==> config.mk <==
export PLATFORM = sky130hd
export DESIGN_NAME = uart_rx_fifo
export DESIGN_NICKNAME = d
export VERILOG_FILES = /design/src/rtl/uart_rx_fifo.sv
export SDC_FILE = /design/constraint.sdc
export NUM_CORES = 1
export LEC_CHECK = 0
export ABC_AREA = 1
export BUFFER_PORTS_ARGS = -buffer_cell sky130_fd_sc_hd__buf_2
export CORE_MARGIN = 4
export CORE_UTILIZATION = 40
export DETAILED_ROUTE_END_ITERATION = 12
export PLACE_DENSITY_LB_ADDON = 0.05
export SLEW_MARGIN = 25
export SYNTH_ARGS = -nofsm -noshare
export SYNTH_HDL_FRONTEND = slang
export SYNTH_SLANG_ARGS = --single-unit
==> constraint.sdc <==
create_clock -name clk -period 2.6 [get_ports clk]
set_input_delay 0.65 -clock clk [delete_from_list [all_inputs] [get_ports clk]]
set_output_delay 0.65 -clock clk [all_outputs]
set_load 0.02 [all_outputs]
==> src/rtl/uart_rx_fifo.sv <==
// uart_rx_fifo: show-ahead byte FIFO behind the UART receiver, with a sticky overflow flag for dropped pushes.
// Ports: clk, rst (async active-high); in_valid/in_data push strobe from the receiver (no backpressure);
// out_valid/out_data/out_ready valid-ready drain; count = stored entries; full = count==DEPTH;
// overflow sticky drop flag, cleared by ovf_clr (a simultaneous drop wins).
// Optional: define UART_RX_FIFO_AFULL_EN to add registered almost_full (next count >= AFULL_THRESH).
module uart_rx_fifo #(
  parameter int DEPTH_LOG2   = 4,
  parameter int AFULL_THRESH = 12
) (
  input  logic                  clk,
  input  logic                  rst,
  input  logic                  in_valid,
  input  logic [7:0]            in_data,
  output logic                  out_valid,
  output logic [7:0]            out_data,
  input  logic                  out_ready,
  output logic [DEPTH_LOG2:0]   count,
  output logic                  full,
  output logic                  overflow,
`ifdef UART_RX_FIFO_AFULL_EN
  output logic                  almost_full,
`endif
  input  logic                  ovf_clr
);
  localparam int DEPTH = 2 ** DEPTH_LOG2;
  localparam logic [DEPTH_LOG2:0] DEPTH_N = (DEPTH_LOG2 + 1)'(DEPTH);
  logic [7:0]            mem_q [DEPTH];
  logic [DEPTH_LOG2-1:0] wr_ptr_q, wr_ptr_d, rd_ptr_q, rd_ptr_d;
  logic [DEPTH_LOG2:0]   count_q, count_d;
  logic                  valid_q, valid_d, full_q, full_d, overflow_q, overflow_d;
  logic                  pop, push_ok;
  always_comb begin
    pop        = valid_q && out_ready;
    // a full FIFO still accepts when the head leaves in the same cycle
    push_ok    = in_valid && (!full_q || pop);
    wr_ptr_d   = push_ok ? wr_ptr_q + DEPTH_LOG2'(1) : wr_ptr_q;
    rd_ptr_d   = pop ? rd_ptr_q + DEPTH_LOG2'(1) : rd_ptr_q;
    count_d    = (push_ok && !pop) ? count_q + (DEPTH_LOG2 + 1)'(1) :
                 (pop && !push_ok) ? count_q - (DEPTH_LOG2 + 1)'(1) : count_q;
    valid_d    = count_d != '0;
    full_d     = count_d == DEPTH_N;
    // a drop in the same cycle as ovf_clr keeps the flag set
    overflow_d = (in_valid && !push_ok) || (overflow_q && !ovf_clr);
  end
  always_ff @(posedge clk or posedge rst) begin
    if (rst) begin
      wr_ptr_q   <= '0;
      rd_ptr_q   <= '0;
      count_q    <= '0;
      valid_q    <= 1'b0;
      full_q     <= 1'b0;
      overflow_q <= 1'b0;
    end else begin
      wr_ptr_q   <= wr_ptr_d;
      rd_ptr_q   <= rd_ptr_d;
      count_q    <= count_d;
      valid_q    <= valid_d;
      full_q     <= full_d;
      overflow_q <= overflow_d;
    end
  end
  always_ff @(posedge clk) begin
    if (push_ok) mem_q[wr_ptr_q] <= in_data;
  end
  assign out_valid = valid_q;
  assign out_data  = valid_q ? mem_q[rd_ptr_q] : 8'h00;
  assign count     = count_q;
  assign full      = full_q;
  assign overflow  = overflow_q;
`ifdef UART_RX_FIFO_AFULL_EN
  logic almost_full_q, almost_full_d;
  always_comb begin
    almost_full_d = 32'(count_d) >= AFULL_THRESH;
  end
  always_ff @(posedge clk or posedge rst) begin
    if (rst) almost_full_q <= 1'b0;
    else     almost_full_q <= almost_full_d;
  end
  assign almost_full = almost_full_q;
`else
  logic unused_afull;
  assign unused_afull = |AFULL_THRESH;
`endif
endmodule

## Word-level counts from Yosys, hierarchy flattened

Memory sizes are Yosys's and may differ from the RTL's.
Cells that the tools add are included.

- Register bits after elaboration: 16
- Bits in latches: 0
- Memory bits (writable): 128
- ROM bits: 0
- Input bits: 13
- Logic and storage cells: 30
- Memories: 1

Memories:

| memory | words | width | read ports | clocked after memory_dff | wr ports | line | text |
|---|---|---|---|---|---|---|---|
| mem_q | 16 | 8 | 1 | 0 | 1 | 27 | `logic [7:0] mem_q [DEPTH];` |

- $add $sub $neg: 4
- Multiply operators: 0
- Divide/modulo/power cells: 0
- $lt $le $gt $ge: 0
- Equality and inequality tests: 1
- Shift operators: 0
- Mux-type cells: 5
- Bitwise logic cells: 0
- Reductions and logical operators: 13

Operators with widths:

| cell | number |
|---|---|
| $mux 5 | 2 |
| $add 4x1->4 const B | 2 |
| $mux 8 | 1 |
| $logic_and 1x1->1 | 6 |
| $add 5x1->5 const B | 1 |
| $eq 5x5->1 const B | 1 |
| $reduce_bool 5->1 | 1 |
| $sub 5x1->5 const B | 1 |
| $logic_not 1->1 | 4 |
| $logic_or 1x1->1 | 2 |
| $mux 1 | 2 |

## Depth between registers and ports, before layout

- Depth after elaboration: 8
- Mapped depth: 10

## Worst setup path after synthesis

Ideal clock, no wire load.

- Path type: register to output
- Start point: register rd_ptr_q[0]
- End point: output port out_data[1]
- Arrival: 1417 ps
- Data required time: 1950 ps
- Setup slack: 533 ps
- Stages on the path, launching flop included: 10
- Buffers on the path: 2
- Cell sequence: dfrtp_1 inv_2 buf_4 buf_2 nand2_1 nand2_1 nand2_1 nand3_1 nand3_1 a21oi_1

- Longest elaborated chain between the ends: 2

Ends and longest elaborated chain:

| what | line | text |
|---|---|---|
| from (decl) | 28 | `logic [DEPTH_LOG2-1:0] wr_ptr_q, wr_ptr_d, rd_ptr_q, rd_ptr_d;` |
| from (signal assigned) | 55 | `rd_ptr_q <= rd_ptr_d;` |
| $mem_v2 16x8 | n/a |  |
| $mux 8 | 66 | `assign out_data = valid_q ? mem_q[rd_ptr_q] : 8'h00;` |
| to (decl) | 15 | `output logic [7:0] out_data,` |

Every way passes these cells.

## Final worst setup path

- Start point: register rd_ptr_q[0]
- End point: output port out_data[7]

Same word-level chain as after synthesis.

==> results.yml <==
place:
  routabilityCongestion: 0.8301
  post-place-ws_ns: 0.3131
  dp.final_hpwl_um: 10080
  io_buffers: 28
detailed_routing:
  first_iter_violations: 348
  routedWlPerCell_um: 19.34
  drt_pass1_iterations: 4
  drc_errors: 0
  avgViaCountPerCell: 5.246
  wirelength_um: 16280
  drtAntennaViolNets: 0
  vias: 4417
setup_path:
  critPathBufInv: 3
  cp_common_cell: "nand3_1"
  cp.arrival_ns: 1.96
  cp.required_ns: 1.95
  path_max_fanout: 16
  crit_family: "buffers and inverters"
  cp_slowest_cell: "dfrtp_2"
  path_cells: "clkinv_4 > clkbuf_16 > nand2_1 > nand3_1 > nand3_1 > nand3_1 > a21oi_1 > buf_4"
  r2r_slack_ns: 0.70
  startpoint_type: "flip-flop"
  path_class: "reg2out"
  cpPeakStageDelay_ns: 0.46
  end_kind: "output port"
global_route:
  grt_pass1_vias: 4227
  grt_pass1_wl_um: 24320
  grt_max_degree: 37
  track_usage_pct: 18.43
  antenna_found_initial: 0
  grt_remaining_overflow: 0
cells_and_area:
  multi_input_area_um2: 1755
  final_cell_mix: "nand2_1 (144), edfxtp_1 (128), nor2_1 (88)"
  final-seq-area_um2: 4247
  fill_cells: 1398
  nNetsFinal: 661
  antenna-diode-count: 0
  drive_above_1_share_pct: 18.96
  areaGrowthSynthToFinish_pct: 21.43
  final_common_cell: "nand2_1"
cts:
  hold_buffers: 0
  cts-root-to-sink-buffers: 2
  htree_levels: 4
  cts_buffers: 17
  clkSlewWorstSetupHoldPaths_ns: 0.06
  cts_sinks: 144
  cts_tree: "built"
  clk_latency_ns: 0.42
  clockRootBuffer: "clkbuf_16"
status:
  violations: "setup timing"
  status: "finished, violations left"
synth:
  synth-adder-area-share_pct: 1.407
  synth_top_family_by_area: "simple AND/OR/NAND/NOR gates"
  seq_area_frac_synth_pct: 68.19
  synth.distinct_cells: 26
  synth.avg_cell_area_um2: 10.69
  synth_compound_area_share_pct: 3.739
  synthMuxAreaShare_pct: 0
  synth_xor_area_share_pct: 0.9851
  syn-num-nets: 602
  ys_seq_elements: 144
  syn_inst: 582
  syn_area_um2: 6223
  yosysWarnings: 0
  synth-simple-area-share_pct: 20.81
floorplan:
  start_util_pct: 40.94
  fp-row-count: 45
  pin_count: 29
  die_w_um: 132.7
  die_area_um2: 17620
  die_y_um: 132.7
  core_um2: 15200
power:
  leakage_nw: 3.021
  p_sw_w: 0.003546
  switching_share_pct: 38.48
  p_per_area_nw_per_um2: 1219
  clkPwrFrac_pct: 25.4
  combPwrFrac_pct: 41.6
  ir_worst_vdd_v: 0.0005395
  intPower_w: 0.005670
  p_seq_share_pct: 33.0
sta:
  rsz0062_at_grt: "true"
  tns_ns: -0.01923
  period_share_pct: 100.5
  setup_slack_ns: -0.01263
  slew_violations: 0
  hold_viol: 0
  period_needed_ns: 2.613
  clock-skew-final_ns: 0.006811
  fmax_ghz: 0.3828
  worst_pin_slew_ns: 0.6282
  setup_viol: 2
  slew_headroom_pct: 58.07
hold_path:
  hold_class: "in2async"
flow_run:
  drv_cap: 0
## sequential cells by signal, indices dropped and copies added, names as in the netlist
name,cells
out_valid,1
mem_q,128
overflow,1
wr_ptr_q,4
rd_ptr_q,4
full,1
count,5
## metrics by stage
| stage | cells | hold WS, ns | power [W] | area, um^2 | util [%] |
|---|---|---|---|---|---|
| 6_report | 842 | 0.2997 | 0.009216 | 7557 | 49.71 |
| 5_1_grt | 842 | 0.3413 | 0.009758 | 7557 | 49.71 |
| 4_1_cts | 835 | 0.3116 | 0.008820 | 7342 | 48.30 |
| 3_5_place_dp | 803 | 0.5369 | 0.006323 | 6714 | 44.16 |
| 3_3_place_gp | 803 | 0.5208 | 0.006317 | 6714 | 44.16 |
| 2_1_floorplan | 582 | 0.5117 | 0.005221 | 6223 | - |
## cells in the mapped netlist
cell      instances  share of area (%)
nand2_1         145                8.7
nand3_2           1               0.16
a21oi_1           8               0.64
buf_6             3               0.54
clkbuf_2          1              0.080
inv_2             2               0.12
o32ai_1           1               0.14
edfxtp_1        128                 62
xor2_1            7               0.99
o21ai_1          11               0.88
buf_4             6               0.72
nor2_2            1               0.10
nand2_2           1               0.10
ha_1              7                1.4
buf_1             1              0.060
nand4_1           5               0.50
nor2b_1           1               0.10
o21ai_0          24                1.9
clkbuf_1          5               0.30
a21oi_2           1               0.14
buf_2            10               0.80
nor2_1           88                5.3
clkinv_1          2               0.12
inv_1            35                2.1
nand3_1          72                5.8
dfrtp_1          16                6.4
## cell type report
cell class / instances / area share [%]
clock inverters: 15 / 1.937
multi-input cells: 373 / 23.23
clock buffers: 17 / 5.629
repair buffers: 66 / 7.848
well taps: 188 / 3.113
flip-flops and latches: 144 / 56.19
inverters: 39 / 2.053
## layer usage
layer | global-route usage, % | vias up | share of wire, %
met5 | 0 | - | 0
met4 | 6.293 | 0 | 2.0
met3 | 4.753 | 25 | 3.6
met2 | 29.04 | 99 | 49
met1 | 24.95 | 2206 | 46
li1 | - | 2087 | -
## worst paths after layout
| path | endpoint | start | cells after the start |
|---|---|---|---|
| max | out_data[7] | rd_ptr_q[0] | 8 |
| min | wr_ptr_q[1] | rst | 2 |
| max reg2reg | mem_q[6][6] | out_valid | 5 |
| min reg2reg | overflow | overflow | 2 |
| max in group asynchronous | rd_ptr_q[1] | rst | 2 |
| min in group clk | overflow | ovf_clr | 2 |
## power groups by stage
stage	clock network [W]	registers, W	logic (W)
floorplan	0	0.00307	0.00215
global placement	0	0.00306	0.00325
detailed placement	0	0.00307	0.00325
CTS	0.00238	0.00303	0.00340
global route	0.00249	0.00308	0.00418
finish	0.00234	0.00304	0.00383
## worst register-to-register path: stages, from the launching register on
cell and delay (ns):
dfrtp_1 0.40, nand2_2 0.12, a21oi_2 0.38, nand2_1 0.22, nor2_1 0.30, buf_4 0.21
## kinds of logic (layout without fill, tap and decap cells)
kind of cell    after synthesis  after routing
flops                       144            144
xor+xnor                      7              7
simple gates                314            314
fa+ha+maj                     7              7
compound gates               45             45
buf+inv                      65            137
## timing repair
action | CTS | global route
gates cloned | 0 | 5
pin swaps | 1 | 3
setup endpoints to repair | 8 | 8
buffers inserted | 0 | 2
gates resized for setup | 18 | 26
Note: power is estimated with default switching activity, not from simulation.
